### config.mk
export PLATFORM = sky130hd
export DESIGN_NAME = qspi_sram_controller_flat
export DESIGN_NICKNAME = d
export VERILOG_FILES = /design/src/rtl/qspi_sram_controller_if.sv /design/src/rtl/qspi_sram_controller.sv /design/src/flat_wrapper.sv
export SDC_FILE = /design/constraint.sdc
export NUM_CORES = 1
export LEC_CHECK = 0
export ABC_AREA = 1
export CAP_MARGIN = 10
export CORE_ASPECT_RATIO = 1.2
export CORE_MARGIN = 2
export CORE_UTILIZATION = 46
export CTS_CLUSTER_DIAMETER = 120
export CTS_CLUSTER_SIZE = 24
export DETAILED_ROUTE_END_ITERATION = 10
export HOLD_SLACK_MARGIN = 0.1
export PLACE_DENSITY_LB_ADDON = 0.25
export SYNTH_ARGS = -nofsm -noshare
export SYNTH_HDL_FRONTEND = slang
export SYNTH_SLANG_ARGS = --single-unit
export TNS_END_PERCENT = 20
### constraint.sdc
create_clock -name clk -period 1.49 [get_ports clk]
set_clock_uncertainty 0.1 [all_clocks]
set_input_delay 0.2235 -clock clk [delete_from_list [all_inputs] [get_ports clk]]
set_output_delay 0.2235 -clock clk [all_outputs]
set_load 0.02 [all_outputs]
### src/rtl/qspi_sram_controller_if.sv
// Request/response bundle between the engine memory port and the QSPI controller.
// The master issues single-byte requests; the slave answers with done/rdata.
interface qspi_sram_controller_if;
   logic        req_valid;
   logic        req_ready;
   logic        req_we;
   logic [23:0] req_addr;
   logic [7:0]  req_wdata;
   logic        done;
   logic [7:0]  rdata;

   modport master (
      output req_valid, req_we, req_addr, req_wdata,
      input  req_ready, done, rdata
   );

   modport slave (
      input  req_valid, req_we, req_addr, req_wdata,
      output req_ready, done, rdata
   );
endinterface

### src/rtl/qspi_sram_controller.sv
// SQI-mode initiator for single-byte reads/writes to the PMOD QSPI SRAM.
// Each nibble spans two clk cycles: sck low (drive) then sck high (sample).
module qspi_sram_controller #(
   parameter int DUMMY_NIBBLES = 2
) (
   input  logic                         clk,
   input  logic                         rst_n,
   qspi_sram_controller_if.slave        bus,
   output logic                         o_sck,
   output logic                         o_ss_n,
   output logic [3:0]                   o_sio_out,
   output logic [3:0]                   o_sio_oe,
   input  logic [3:0]                   i_sio_in
);

   localparam logic [7:0] READ_CMD   = 8'h03;
   localparam logic [7:0] WRITE_CMD  = 8'h02;
   localparam logic [2:0] DUMMY_LAST = 3'(DUMMY_NIBBLES - 1);

   typedef enum logic [2:0] {
      S_IDLE,
      S_CMD,
      S_ADDR,
      S_DUMMY,
      S_DATA,
      S_DESEL
   } state_t;

   state_t      r_state;
   state_t      w_state_nx;
   logic [2:0]  r_cnt;
   logic [2:0]  w_cnt_nx;
   logic        r_ph;
   logic        w_ph_nx;
   logic        r_we;
   logic [39:0] r_sh;
   logic [3:0]  r_rhi;
   logic [7:0]  r_rdata;
   logic        w_accept;
   logic        w_nib_end;
   logic        w_last;
   logic        w_drive;

   always_ff @(posedge clk or negedge rst_n) begin
      if (!rst_n) begin
         r_state <= S_IDLE;
         r_cnt   <= 3'd0;
         r_ph    <= 1'b0;
      end else begin
         r_state <= w_state_nx;
         r_cnt   <= w_cnt_nx;
         r_ph    <= w_ph_nx;
      end
   end

   always_comb begin
      w_state_nx    = r_state;
      w_cnt_nx      = r_cnt;
      w_ph_nx       = 1'b0;
      w_accept      = 1'b0;
      w_nib_end     = 1'b0;
      w_last        = 1'b0;
      w_drive       = 1'b0;
      bus.req_ready = 1'b0;
      bus.done      = 1'b0;
      o_sck         = 1'b0;
      o_ss_n        = 1'b1;
      o_sio_out     = 4'h0;
      o_sio_oe      = 4'h0;

      unique case (r_state)
         S_IDLE: begin
            bus.req_ready = 1'b1;
            if (bus.req_valid) begin
               w_accept   = 1'b1;
               w_state_nx = S_CMD;
               w_cnt_nx   = 3'd0;
            end
         end
         S_CMD, S_ADDR, S_DUMMY, S_DATA: begin
            o_ss_n    = 1'b0;
            o_sck     = r_ph;
            w_ph_nx   = ~r_ph;
            w_nib_end = r_ph;
            w_drive   = (r_state == S_CMD) || (r_state == S_ADDR) ||
                        ((r_state == S_DATA) && r_we);
            if (w_drive) begin
               o_sio_oe  = 4'hF;
               o_sio_out = r_sh[39:36];
            end

            unique case (r_state)
               S_CMD:   w_last = (r_cnt == 3'd1);
               S_ADDR:  w_last = (r_cnt == 3'd5);
               S_DUMMY: w_last = (r_cnt == DUMMY_LAST);
               default: w_last = (r_cnt == 3'd1);
            endcase

            if (w_nib_end) begin
               w_cnt_nx = r_cnt + 3'd1;
               if (w_last) begin
                  w_cnt_nx = 3'd0;
                  unique case (r_state)
                     S_CMD:   w_state_nx = S_ADDR;
                     S_ADDR:  w_state_nx = (r_we || DUMMY_NIBBLES == 0) ?
                                            S_DATA : S_DUMMY;
                     S_DUMMY: w_state_nx = S_DATA;
                     default: w_state_nx = S_DESEL;
                  endcase
               end
            end
         end
         S_DESEL: begin
            bus.done   = 1'b1;
            w_state_nx = S_IDLE;
         end
         default: w_state_nx = S_IDLE;
      endcase
   end

   // Outgoing nibbles shift out of the top; dummy nibbles leave it untouched.
   always_ff @(posedge clk or negedge rst_n) begin
      if (!rst_n) begin
         r_we    <= 1'b0;
         r_sh    <= 40'h0;
         r_rhi   <= 4'h0;
         r_rdata <= 8'h00;
      end else begin
         if (w_accept) begin
            r_we <= bus.req_we;
            r_sh <= {(bus.req_we ? WRITE_CMD : READ_CMD),
                     bus.req_addr, bus.req_wdata};
         end else if (w_nib_end && r_state != S_DUMMY) begin
            r_sh <= {r_sh[35:0], 4'h0};
         end

         if (w_nib_end && r_state == S_DATA && !r_we) begin
            if (r_cnt == 3'd0)
               r_rhi <= i_sio_in;
            else
               r_rdata <= {r_rhi, i_sio_in};
         end
      end
   end

   assign bus.rdata = r_rdata;

endmodule

### src/flat_wrapper.sv
// flat-port wrapper written by rule: the top's interface ports become plain ports
module qspi_sram_controller_flat 
#(
   parameter int DUMMY_NIBBLES = 2
)
  (clk, rst_n, o_sck, o_ss_n, o_sio_out, o_sio_oe, i_sio_in, bus_req_valid, bus_req_we, bus_req_addr, bus_req_wdata, bus_req_ready, bus_done, bus_rdata);
  qspi_sram_controller_if bus_i ();
  input  logic clk;
  input  logic rst_n;
  output logic o_sck;
  output logic o_ss_n;
  output logic [3:0] o_sio_out;
  output logic [3:0] o_sio_oe;
  input  logic [3:0] i_sio_in;
  input wire logic [$bits(bus_i.req_valid)-1:0] bus_req_valid;
  input wire logic [$bits(bus_i.req_we)-1:0] bus_req_we;
  input wire logic [$bits(bus_i.req_addr)-1:0] bus_req_addr;
  input wire logic [$bits(bus_i.req_wdata)-1:0] bus_req_wdata;
  output wire logic [$bits(bus_i.req_ready)-1:0] bus_req_ready;
  output wire logic [$bits(bus_i.done)-1:0] bus_done;
  output wire logic [$bits(bus_i.rdata)-1:0] bus_rdata;
  assign bus_i.req_valid = bus_req_valid;
  assign bus_i.req_we = bus_req_we;
  assign bus_i.req_addr = bus_req_addr;
  assign bus_i.req_wdata = bus_req_wdata;
  assign bus_req_ready = bus_i.req_ready;
  assign bus_done = bus_i.done;
  assign bus_rdata = bus_i.rdata;
  qspi_sram_controller #(.DUMMY_NIBBLES(DUMMY_NIBBLES)) u_core (.clk(clk), .rst_n(rst_n), .bus(bus_i), .o_sck(o_sck), .o_ss_n(o_ss_n), .o_sio_out(o_sio_out), .o_sio_oe(o_sio_oe), .i_sio_in(i_sio_in));
endmodule
======== Word level (Yosys, flattened, before mapping) ========
Index checks and enable logic that the tools add are counted.
operators by class
  add/sub/neg operators ................... 1
  muxes and demuxes ....................... 26
  equality and inequality tests ........... 11
  reductions and logical operators ........ 16
  bitwise operators ....................... 2
operators by type and width
  kind                                                  number
  2-to-1 mux 40 bit                                     2
  2-to-1 mux 3 bit                                      7
  2-to-1 mux 4 bit                                      4
  case mux 3 bit (2 select lines)                       2
  2-to-1 mux 1 bit                                      10
  equality test 3 bit (second input constant)           3
  case mux 3 bit (3 select lines)                       1
  equality test 3 x 1 -> 1 bit (second input constant)  2
  equality test 3 x 2 -> 1 bit (second input constant)  2
  logical NOT 3 bit                                     2
  AND reduction 3 bit                                   2
  logical AND 1 bit                                     4
  != test 2 x 1 -> 1 bit (second input constant)        2
  AND reduction 2 bit                                   2
  nonzero test 2 bit                                    2
  OR reduction 4 bit                                    1
  adder 3 x 1 -> 3 bit (second input constant)          1
  != test 3 x 2 -> 1 bit (second input constant)        1
  logical OR 1 bit                                      2
  != test 2 bit (second input constant)                 1
  inverter 1 bit                                        2
  logical NOT 1 bit                                     1
storage, ports and cells
  register bits after elaboration ......... 60
  word-level logic and storage cells ...... 63

======== Depth between registers and ports, before layout ========
  word-level depth ........................ 6
  mapped depth ............................ 10
  mapped depth without buffers ............ 9

======== Least setup slack after synthesis ========
Ideal clock, no wire load.
  path type ............................... register -> register
  start point ............................. register u_core.r_state[0]
  end point ............................... register u_core.r_sh[34]
  clock period less this slack ............ 1.663 ns
  path slack .............................. -0.173 ns
  data arrival time ....................... 1.480 ns
  setup time .............................. 0.083 ns
  buffers on the path ..................... 0
  cell stages (with the launch flop) ...... 8
  required time ........................... 1.307 ns
  cell sequence ........................... dfrtp_1 -> nor2_1 -> nand2_2 -> nand2_4 -> inv_1 -> nor2_1 -> nand3_1 -> o21ai_0
between the ends
  word-level cells in the longest chain between the ends .. 5
  elaborated cells between the ends (all ways) .. 12
  classes of those cells .................. eq/ne (5); mux (3); reduce/logical (4)
ends and longest elaborated chain
  element                                                     RTL line                     source
  start, declared                                             qspi_sram_controller.sv:29   state_t r_state;
  start signal, assigned                                      qspi_sram_controller.sv:50   r_state <= w_state_nx;
  equality test 3 x 2 -> 1 bit, or another cell as far along  --
  OR reduction 4 bit (*)                                      --
  2-to-1 mux 1 bit (*)                                        --
  net o_sck                                                   flat_wrapper.sv:10           output logic o_sck;
  logical AND 1 bit (*)                                       qspi_sram_controller.sv:133  end else if (w_nib_end && r_state != S_DUMMY) begin
  nonzero test 2 bit (no line) (*)                            --
  end signal, assigned                                        qspi_sram_controller.sv:131  r_sh <= {(bus.req_we ? WRITE_CMD : READ_CMD),
  end signal, assigned                                        qspi_sram_controller.sv:134  r_sh <= {r_sh[35:0], 4'h0};
  end, declared                                               qspi_sram_controller.sv:36   logic [39:0] r_sh;
Mark *: on every way through the listed nets, which the timed path passes. The rest lies on a longest branch.
A chain may end at the register's enable or synchronous reset.

======== Worst setup path after layout ========
  start point ............................. register u_core.r_state[1]
  end point ............................... output port o_sio_oe[2]
between the ends
  word-level cells in the longest chain between the ends .. 5
  elaborated cells between the ends (all ways) .. 10
  classes of those cells .................. eq/ne (4); mux (2); reduce/logical (4)
ends and longest elaborated chain
  element                                                       RTL line                                                source
  equality test 3 x 1 -> 1 bit, or another cell as far along    qspi_sram_controller.sv:71, qspi_sram_controller.sv:85
  logical OR 1 bit / logical AND 1 bit (equally long branches)  qspi_sram_controller.sv:85, qspi_sram_controller.sv:86
  logical OR 1 bit                                              qspi_sram_controller.sv:85                              w_drive = (r_state == S_CMD) || (r_state == S_ADDR) ||
  2-to-1 mux 4 bit                                              qspi_sram_controller.sv:87                              if (w_drive) begin
  2-to-1 mux 4 bit (*)                                          qspi_sram_controller.sv:71                              unique case (r_state)
  end, declared                                                 flat_wrapper.sv:13                                      output logic [3:0] o_sio_oe;
Every way passes the cells marked *; elsewhere a longest branch is shown, timed or not.

==> impl_metrics.yaml <==
global_routing:
  grt_pass1_vias: 2785
  grt_max_degree: 23
  track_usage_pct: 22.2
  antenna_found_initial: 0
  grt_pass1_wl_um: 12300
  overflow: 0
critical_path:
  cp_slowest_cell: "dfrtp_2"
  cp-start-kind: "flop"
  crit_top_cell: "inv_2"
  max_stage_delay_ps: 440
  timing.critical_path.fanout_max: 5
  cp_data_required_time_ps: 1170
  criticalPathCategory: "reg -> out"
  path_buf_inv: 3
  critPathCaptureType: "output pin"
  cp_cell_sequence: "inv_2 > nand3_2 > nand2_2 > a21oi_4 > inv_2 > buf_6"
  arrival_ps: 1470
  crit_family: "flip-flops"
routing:
  drt_iter0_markers: 45
  wl_met3_um: 252
  top_layer: "met4"
  route.met2.wl_um: 3770
  wl_met1_um: 3050
  routed_via_density: 4.71
  drcViolationCount: 0
  drt_first_pass_iters: 4
  wl_per_cell_um: 12.3
  postRouteAntennaNets: 0
  routed_wl_um: 7180
  vias: 2753
sta:
  rsz0062_at_grt: "true"
  worst_slack_ps: -307
  holdWs_ps: 260
  setup_viol: 71
  drv_slew: 0
  fin_crit_sh_pct: 121
  relSlewSlack_pct: 68.9
  fin_crit_ps: 1800
  clock.fmax_ghz: 0.557
  worst_slew_pin_slew_ps: 466
  setup_tns_ps: -14350
  hold_viol_final: 0
clock_network:
  cts.clk_slew.worst_paths_ps: 80
  cts_buffers: 9
  clkSinkCount: 60
  cts_buffer_depth: 2
  worstSkewPairLatency_ps: 340
  cts_htree_levels: 3
  cts_tree: "built"
  cts-root-buf: "clkbuf_8"
floorplan:
  fp-row-count: 32
  io_pins: 60
  die_w_um: 77.2
  core_area_um2: 6330
  die_h_um: 91.9
  start_util_pct: 46.8
  dieArea_um2: 7090
synthesis:
  ys_seq_area_share_pct: 50.7
  yosysUniqueCellTypes: 25
  synth_xor_area_share_pct: 0.296
  synth-compound-area-share_pct: 4.14
  synth-seq-cells: 60
  syn_inst: 390
  synth.area.top_cells: "dfrtp_1, nand2_1, nand3_1"
  syn-num-nets: 433
  post_synth_fa_ha_maj_area_fraction_pct: 1.27
  avgSynthCellArea_um2: 7.59
  synth_top_family_by_area: "simple AND/OR/NAND/NOR gates"
  yosys_warnings: 0
  synth_top_cell_by_area: "dfrtp_1"
  synth_area_um2: 2960
  synth_top_area_share_pct: 50.7
  synthSimpleGateAreaFrac_pct: 36.2
  muxShareOfSynthArea_pct: 0
finish:
  syn_to_final_growth_pct: 46.1
  final_cell_mix: "nand2_1, dfrtp_1, buf_4"
  final_common_cell: "nand2_1"
  drive_above_1_share_pct: 23.6
  num-nets-final: 537
  diodes: 0
run_status:
  violations: "negative setup slack"
  status: "finished with violations"
power:
  p_per_area_nw_per_um2: 2200
  finalPower_mw: 9.50
  vdd_drop_max_mv: 1.09
  power.leakage_nw: 2.31
placement:
  gp_congestion: 0.805
  hpwlAfterDp_um: 5000
  portBuffers: 59
run:
  cap_violations: 0
worst_hold_path:
  min_path_type: "in -> async"
through the flow:
step                      area, um^2  setup slack, ps  util (%)  instances
after floorplan                 2970            -49.4         -        390
after global placement          3880             -412      61.4        556
after detailed placement        3880             -441      61.4        556
after CTS                       4250             -312      67.1        582
after global routing            4320             -386      68.4        584
final                           4320             -307      68.4        584
flip-flops by register name (all words and copies together) (netlist names):
register,cells
u_core.r_sh,40
u_core.r_state,3
u_core.bus.rdata,8
u_core.r_rhi,4
u_core.r_cnt,3
u_core.r_we,1
u_core.r_ph,1
power breakdown:
part	internal (mW)	leakage, nW	total [mW]	switching, mW
logic	2.33	1.44	5.17	2.84
clock network	0.952	0.110	1.65	0.698
registers	2.28	0.764	2.68	0.401
kinds of logic after synthesis:
| family | count (synthesis) |
|---|---|
| buffers and inverters | 41 |
| and+or+nand+nor | 261 |
| DFF | 60 |
| adders and majority gates | 3 |
| AOI/OAI and AO/OA | 24 |
| xor gates and xnor gates | 1 |
cell usage after synthesis (all sizes together):
master  instances
nand3b          1
inv            25
nor3            2
buf            16
a21oi           4
ha              3
o21ai          18
nand2         229
or2             1
nor2            9
nand3          19
dfrtp          60
xor2            1
o22ai           2
layer usage:
layer,vias to the layer above,track usage [%]
li1,1399,-
met2,59,37.0
met4,0,10.6
met3,11,5.91
met5,-,0
met1,1284,26.5
worst paths after layout:
check,from,to,slack (ps),cells after the start
setup / recovery,u_core.r_state[1]$_DFFE_PN0P_,o_sio_oe[2],-310,6
hold / removal,rst_n,u_core.r_state[2]$_DFFE_PN0P_,260,2
setup reg to reg,u_core.r_state[1]$_DFFE_PN0P_,u_core.r_rhi[0]$_DFFE_PN0P_,-250,8
hold reg to reg,u_core.r_sh[13]$_DFFE_PN0P_,u_core.r_sh[13]$_DFFE_PN0P_,370,2
max in group asynchronous,rst_n,u_core.r_sh[36]$_DFFE_PN0P_,490,3
min in group clk,bus_req_wdata[2],u_core.r_sh[2]$_DFFE_PN0P_,320,3
layout make-up:
cell class	count	area, um^2
Clock buffer	9	124
Inverter	25	106
Clock inverter	7	98.8
Fill cell	559	2000
Timing Repair Buffer	109	1030
Multi-Input combinational cell	289	1350
Tap cell	85	106
Sequential cell	60	1510
what timing repair did:
action,CTS,global route
pin swaps,12,3
hold endpoints to repair,42,0
setup endpoints to repair,79,71
buffers inserted,10,2
hold buffers,1,0
resized for setup,99,19
Power figures use the tool's default switching activity.
==> edit 1: new RTL, same flow settings <==
Re-encode `state_t` (6 states) as one-hot, 6 bits wide.
--- a/src/rtl/qspi_sram_controller.sv
+++ b/src/rtl/qspi_sram_controller.sv
@@ -19,9 +19,9 @@
 
-   typedef enum logic [2:0] {
-      S_IDLE,
-      S_CMD,
-      S_ADDR,
-      S_DUMMY,
-      S_DATA,
-      S_DESEL
+   typedef enum logic [5:0] {
+      S_IDLE  = 6'b000001,
+      S_CMD   = 6'b000010,
+      S_ADDR  = 6'b000100,
+      S_DUMMY = 6'b001000,
+      S_DATA  = 6'b010000,
+      S_DESEL = 6'b100000
    } state_t;
Function: same outputs for any inputs over 10 cycles, from zero or initial values and one cycle with rst_n low; not proved beyond that.
==> edit 1 against the original RTL <==
The run still ends with negative setup slack left. Synthesized cell count grew 11%. Setup slack lost 0.071 ns. Final area grew 8.4%. Critical path depth is the same. Synthesized area grew 15%. Wire length grew 2.5%. Sequential cell count grew 3. Sequential share of layout area shrank 1.1 points. Die area grew 14%. Maximum frequency shrank 3.8%. Combinational power shrank 20%. Power shrank 14%. Critical path type unchanged. Largest cell class is now multi-input combinational cells.
==> edit 1: results (changes against the original RTL) <==
| Metric | Value |
|---|---|
| Reg2Reg Depth | 10 (was 8) |
| Hold WS | 0.326 ns (was 0.260 ns) |
| Met1 Usage GRT | 24.6% (was 26.5%) |
| Filler cells | 634 (was 559) |
| Leakage | 2.46 nW (was 2.31 nW) |
| Non-Filler Instances | 622 (was 584) |
| Cell Area, Placed | 4310 µm² (was 3880 µm²) |
| Cell count after synthesis | 434 (was 390) |
| Syn nets | 477 (was 433) |
| Pre-CTS setup slack | -0.538 ns (was -0.441 ns) |
| Setup ws final | -0.378 ns (was -0.307 ns) |
| Routed vias | 3012 (was 2753) |
| Max IR drop VDD | 0.955 mV (was 1.09 mV) |
| Seq/Total Area, Yosys | 46.5% (was 50.7%) |
| Starting DRT DRC Count | 157 (was 45) |
| Count of different cell masters after synthesis | 29 (was 25) |
| Worst-margin pin slew | 0.340 ns (was 0.466 ns) |
| Resize count post-CTS | 103 (was 99) |
| Routability cong. | 0.820 (was 0.805) |
| Reg2reg end | u_core.r_sh[16] (was u_core.r_rhi[0]) |
| Run status | finished, violations left (unchanged) |
| # nets final | 570 (was 537) |
| Inst Count DP | 599 (was 556) |
| Ranking of synthesized cells by area | dfrtp_1 (46%), nand2_1 (20%), nand3_1 (8.0%) (was dfrtp_1 (51%), nand2_1 (28%), nand3_1 (2.9%)) |
| Hpwl dp | 5060 µm (was 5000 µm) |
| Synthesis Warnings | 0 (unchanged) |
| CP arrival | 1.54 ns (was 1.47 ns) |
| Largest register by flop count | u_core.r_sh (unchanged) |
| Failing checks | negative setup slack (unchanged) |
| Cell area after layout | 4690 µm² (was 4320 µm²) |
| Final WL | 7360 µm (was 7180 µm) |
| Worst flop-to-flop path startpoint | u_core.r_state[4] (was u_core.r_state[1]) |
| First-pass GRT wire length | 12800 µm (was 12300 µm) |
| Max reg flops | 40 (unchanged) |
| GR Util met3 | 4.16% (was 5.91%) |
| Layout cells sized above 1 | 26.7% (was 23.6%) |
| GR Util met2 | 34.6% (was 37.0%) |
| Initial antenna violation count | 0 (unchanged) |
| Setup slack, reg-to-reg | -0.36 ns (was -0.25 ns) |
| Most frequent cells after synthesis | nand2_1 (184), dfrtp_1 (62), nand3_1 (54), nand2_2 (31), inv_1 (23) (was nand2_1 (224), dfrtp_1 (60), inv_1 (19), nand3_1 (17), o21ai_0 (14)) |
| Post CTS Setup Buffer Count | 5 (was 10) |
| HP Class | input pin to async pin (unchanged) |
| Total track usage | 20.1% (was 22.2%) |
| Final setup fails | 74 (was 71) |
| TNS Setup | -21.28 ns (was -14.35 ns) |
## edit 1: power by group
part / internal [mW] / total [mW] / switching, mW
clock network: 0.774 / 1.47 / 0.698
logic: 1.75 / 4.15 / 2.40
registers: 2.21 / 2.50 / 0.296
## edit 1: how the worst max path moves through the flow
stage,start,depth (start not counted),end
after CTS,u_core.r_state[3],6,o_sio_out[0]
after detailed placement,u_core.r_state[3],6,o_sio_out[0]
after global routing,u_core.r_state[4],10,u_core.r_sh[13]
after floorplan,u_core.r_state[0],10,u_core.r_sh[33]
after global placement,u_core.r_state[3],6,o_sio_out[2]
final,u_core.r_state[0],6,o_sio_oe[2]
## edit 1: cell families (layout without fill, tap and decap cells)
| family | Yosys count | in the layout | synth area share [%] |
|---|---|---|---|
| xor+xnor | 1 | 1 | 0.258 |
| compound gates | 5 | 5 | 0.922 |
| fa+ha+maj | 3 | 3 | 1.11 |
| buf+inv | 48 | 145 | 8.15 |
| flops | 63 | 63 | 46.5 |
| simple gates | 314 | 315 | 43.1 |
## edit 1: area by class of cell
type / instances / share of cell area, %
clock buffer: 9 / 2.64
timing repair buffer: 103 / 21.9
clock inverter: 7 / 1.55
inverter: 26 / 2.19
sequential: 63 / 33.7
tap: 90 / 2.40
multi-input combinational: 324 / 35.6
## edit 1: worst max-delay path, stage by stage, from the launching register on
cell	delay, ns
dfstp_2	0.59
nor2_4	0.07
nand3_2	0.09
nand2_2	0.07
nor2_4	0.15
inv_2	0.09
buf_6	0.14
## edit 1: layer usage
metal | vias to the layer above | share of wire, %
met2 | 58 | 49
met5 | - | 0
met4 | 0 | 0.99
met1 | 1400 | 46
li1 | 1548 | -
met3 | 6 | 3.7
==> edit 2: new RTL, config.mk and constraints unchanged <==
Made on the original files. Reset style: synchronous (`rst_n`), changed in 2 clocked blocks.
--- a/src/rtl/qspi_sram_controller.sv
+++ b/src/rtl/qspi_sram_controller.sv
@@ -43,3 +43,3 @@
 
-   always_ff @(posedge clk or negedge rst_n) begin
+   always_ff @(posedge clk) begin
       if (!rst_n) begin
@@ -121,3 +121,3 @@
    // Outgoing nibbles shift out of the top; dummy nibbles leave it untouched.
-   always_ff @(posedge clk or negedge rst_n) begin
+   always_ff @(posedge clk) begin
       if (!rst_n) begin
Check against the original RTL: differs if rst_n is asserted again (counterexample within 4 cycles, from zero or initial values and one cycle with rst_n low); with rst_n held inactive, the same outputs for 10 cycles.
==> edit 2 against the original RTL <==
The run still ends with negative setup slack left. Sequential cell count unchanged. Final area is 3.9% higher. Wire length increased by 12%. Sequential share of layout area fell by 7.8 points. Synthesized area down 5.0%. Die area is 4.8% lower. Setup slack better by 0.011 ns. Power shrank 22%.
==> edit 2: results (changes against the original RTL) <==
| Metric | Value |
|---|---|
| Run status | finished, violations left (unchanged) |
| Failing checks | negative setup slack (unchanged) |
| Non-Filler Instances | 605 (was 584) |
| Dominant synthesized flop cell | dfxtp_1 (was dfrtp_1) |
| Reg2Reg Depth | 13 (was 8) |
| Ranking of synthesized cells by area | dfxtp_1 (43%), nand2_1 (14%), nor2_1 (9.8%) (was dfrtp_1 (51%), nand2_1 (28%), nand3_1 (2.9%)) |
| Syn nets | 463 (was 433) |
| Ys async rst share | 0% (was 100%) |
| Worst flop-to-flop path startpoint | u_core.r_state[1] (unchanged) |
| Most frequent cells after synthesis | nand2_1 (104), nor2_1 (73), dfxtp_1 (60), inv_1 (54), a21oi_1 (40) (was nand2_1 (224), dfrtp_1 (60), inv_1 (19), nand3_1 (17), o21ai_0 (14)) |
| Critical path's slowest cell | dfxtp_4 (was dfrtp_2) |
| HP Class | input pin to flip-flop (was input pin to async pin) |
| Routed vias | 2958 (was 2753) |
| Count of different cell masters after synthesis | 26 (was 25) |
| Vias in the first global route | 2793 (was 2785) |
| Leakage | 1.91 nW (was 2.31 nW) |
| First-pass GRT wire length | 11600 µm (was 12300 µm) |
| NetSw | 3.00 mW (was 3.94 mW) |
| GR Util met2 | 39.6% (was 37.0%) |
| Routed WL per cell | 13.2 µm (was 12.3 µm) |
| Hpwl dp | 4700 µm (was 5000 µm) |
| GR Util met3 | 5.92% (was 5.91%) |
| # nets final | 562 (was 537) |
| Layout cells sized above 1 | 34.6% (was 23.6%) |
| Seq/Total Area, Yosys | 42.7% (was 50.7%) |
| Routability cong. | 0.913 (was 0.805) |
| Reg2reg end | u_core.r_sh[20] (was u_core.r_rhi[0]) |
| Met1 Usage GRT | 24.3% (was 26.5%) |
| Largest fanout on the critical path | 4 (was 5) |
| Slew Limit Headroom | 77.1% (was 68.9%) |
| Setup ws final | -0.296 ns (was -0.307 ns) |
| TritonRoute pass-1 iters | 5 (was 4) |
| Largest net degree at the start of global routing | 27 (was 23) |
| Setup slack, reg-to-reg | -0.30 ns (was -0.25 ns) |
| Cell count after synthesis | 420 (was 390) |
| CP arrival | about 1.5 ns |
| Final setup fails | 66 (was 71) |
| Cell Area, Placed | 3740 µm² (was 3880 µm²) |
| Inst Count DP | 578 (was 556) |
| Max stage delay on crit path | 0.36 ns (was 0.44 ns) |
| Max IR drop VDD | 1.07 mV (was 1.09 mV) |
| Total track usage | 22.4% (was 22.2%) |
| Longest Clk Path Bufs | 2 (unchanged) |
| Filler cells | 453 (was 559) |
[edit 2: critical path, delay by kind of cell (launching register included)]
kind	cells	cell delay (ns)
and+or+nand+nor	3	0.17
buffers and inverters	6	0.60
DFF	1	0.36
[edit 2: worst min-delay path by stage]
| stage | start | endpoint | cells past startpoint |
|---|---|---|---|
| 4_1_cts | bus_req_wdata[0] | u_core.r_sh[0] | 3 |
| 5_1_grt | bus_req_wdata[0] | u_core.r_sh[0] | 3 |
| 3_5_place_dp | u_core.r_sh[16] | u_core.r_sh[16] | 2 |
| 3_3_place_gp | u_core.r_sh[23] | u_core.r_sh[23] | 2 |
| 2_1_floorplan | i_sio_in[0] | u_core.r_rhi[0] | 2 |
| 6_report | bus_req_wdata[0] | u_core.r_sh[0] | 3 |
[edit 2: layout make-up]
type | count | share of cell area [%]
Clock buffer | 9 | 2.76
Timing Repair Buffer | 107 | 25.3
Inverter | 61 | 5.88
Sequential cell | 60 | 27.0
Clock inverter | 6 | 0.724
Multi-Input combinational cell | 280 | 36.0
Tap cell | 82 | 2.28
[edit 2: what timing repair did]
action                     4_1_cts  5_1_grt
setup buffers                    9        1
pin swaps                       22       26
hold buffers                     0        0
setup endpoints to repair       76       72
resized for setup              127       87
cloned                           2        1
[edit 2: per-layer routing]
metal	up-vias	part of all wire, %
met5	-	0
met4	0	2.5
met3	22	4.9
met2	81	54
met1	1363	39
li1	1492	-
[edit 2: power by group through the flow]
stage               clock network (mW)  registers, mW  logic, mW
floorplan                            0           2.04       1.71
global route                      1.30           2.10       4.38
finish                            1.21           2.08       4.08
global placement                     0           2.03       2.79
detailed placement                   0           2.05       2.84
CTS                               1.21           2.05       3.55
[edit 2: kinds of logic after synthesis]
| logic type | count (synthesis) | synth area share [%] |
|---|---|---|
| and+or+nand+nor | 200 | 29.5 |
| adders and majority gates | 3 | 1.34 |
| AOI/OAI and AO/OA | 77 | 13.8 |
| DFF | 60 | 42.7 |
| buffers and inverters | 80 | 12.6 |
[edit 2: stage by stage]
| stage | setup TNS (ns) | utilization [%] | hold WS [ns] | power [mW] | worst slack (ns) |
|---|---|---|---|---|---|
| 2_1_floorplan | -2.03 | - | 0.258 | 3.75 | -0.361 |
| 3_3_place_gp | -10.93 | 62.7 | 0.347 | 4.82 | -0.398 |
| 3_5_place_dp | -14.38 | 62.7 | 0.350 | 4.89 | -0.462 |
| 4_1_cts | -13.10 | 70.2 | 0.347 | 6.81 | -0.322 |
| 5_1_grt | -19.09 | 75.2 | 0.358 | 7.78 | -0.387 |
| 6_report | -13.89 | 75.2 | 0.353 | 7.38 | -0.296 |
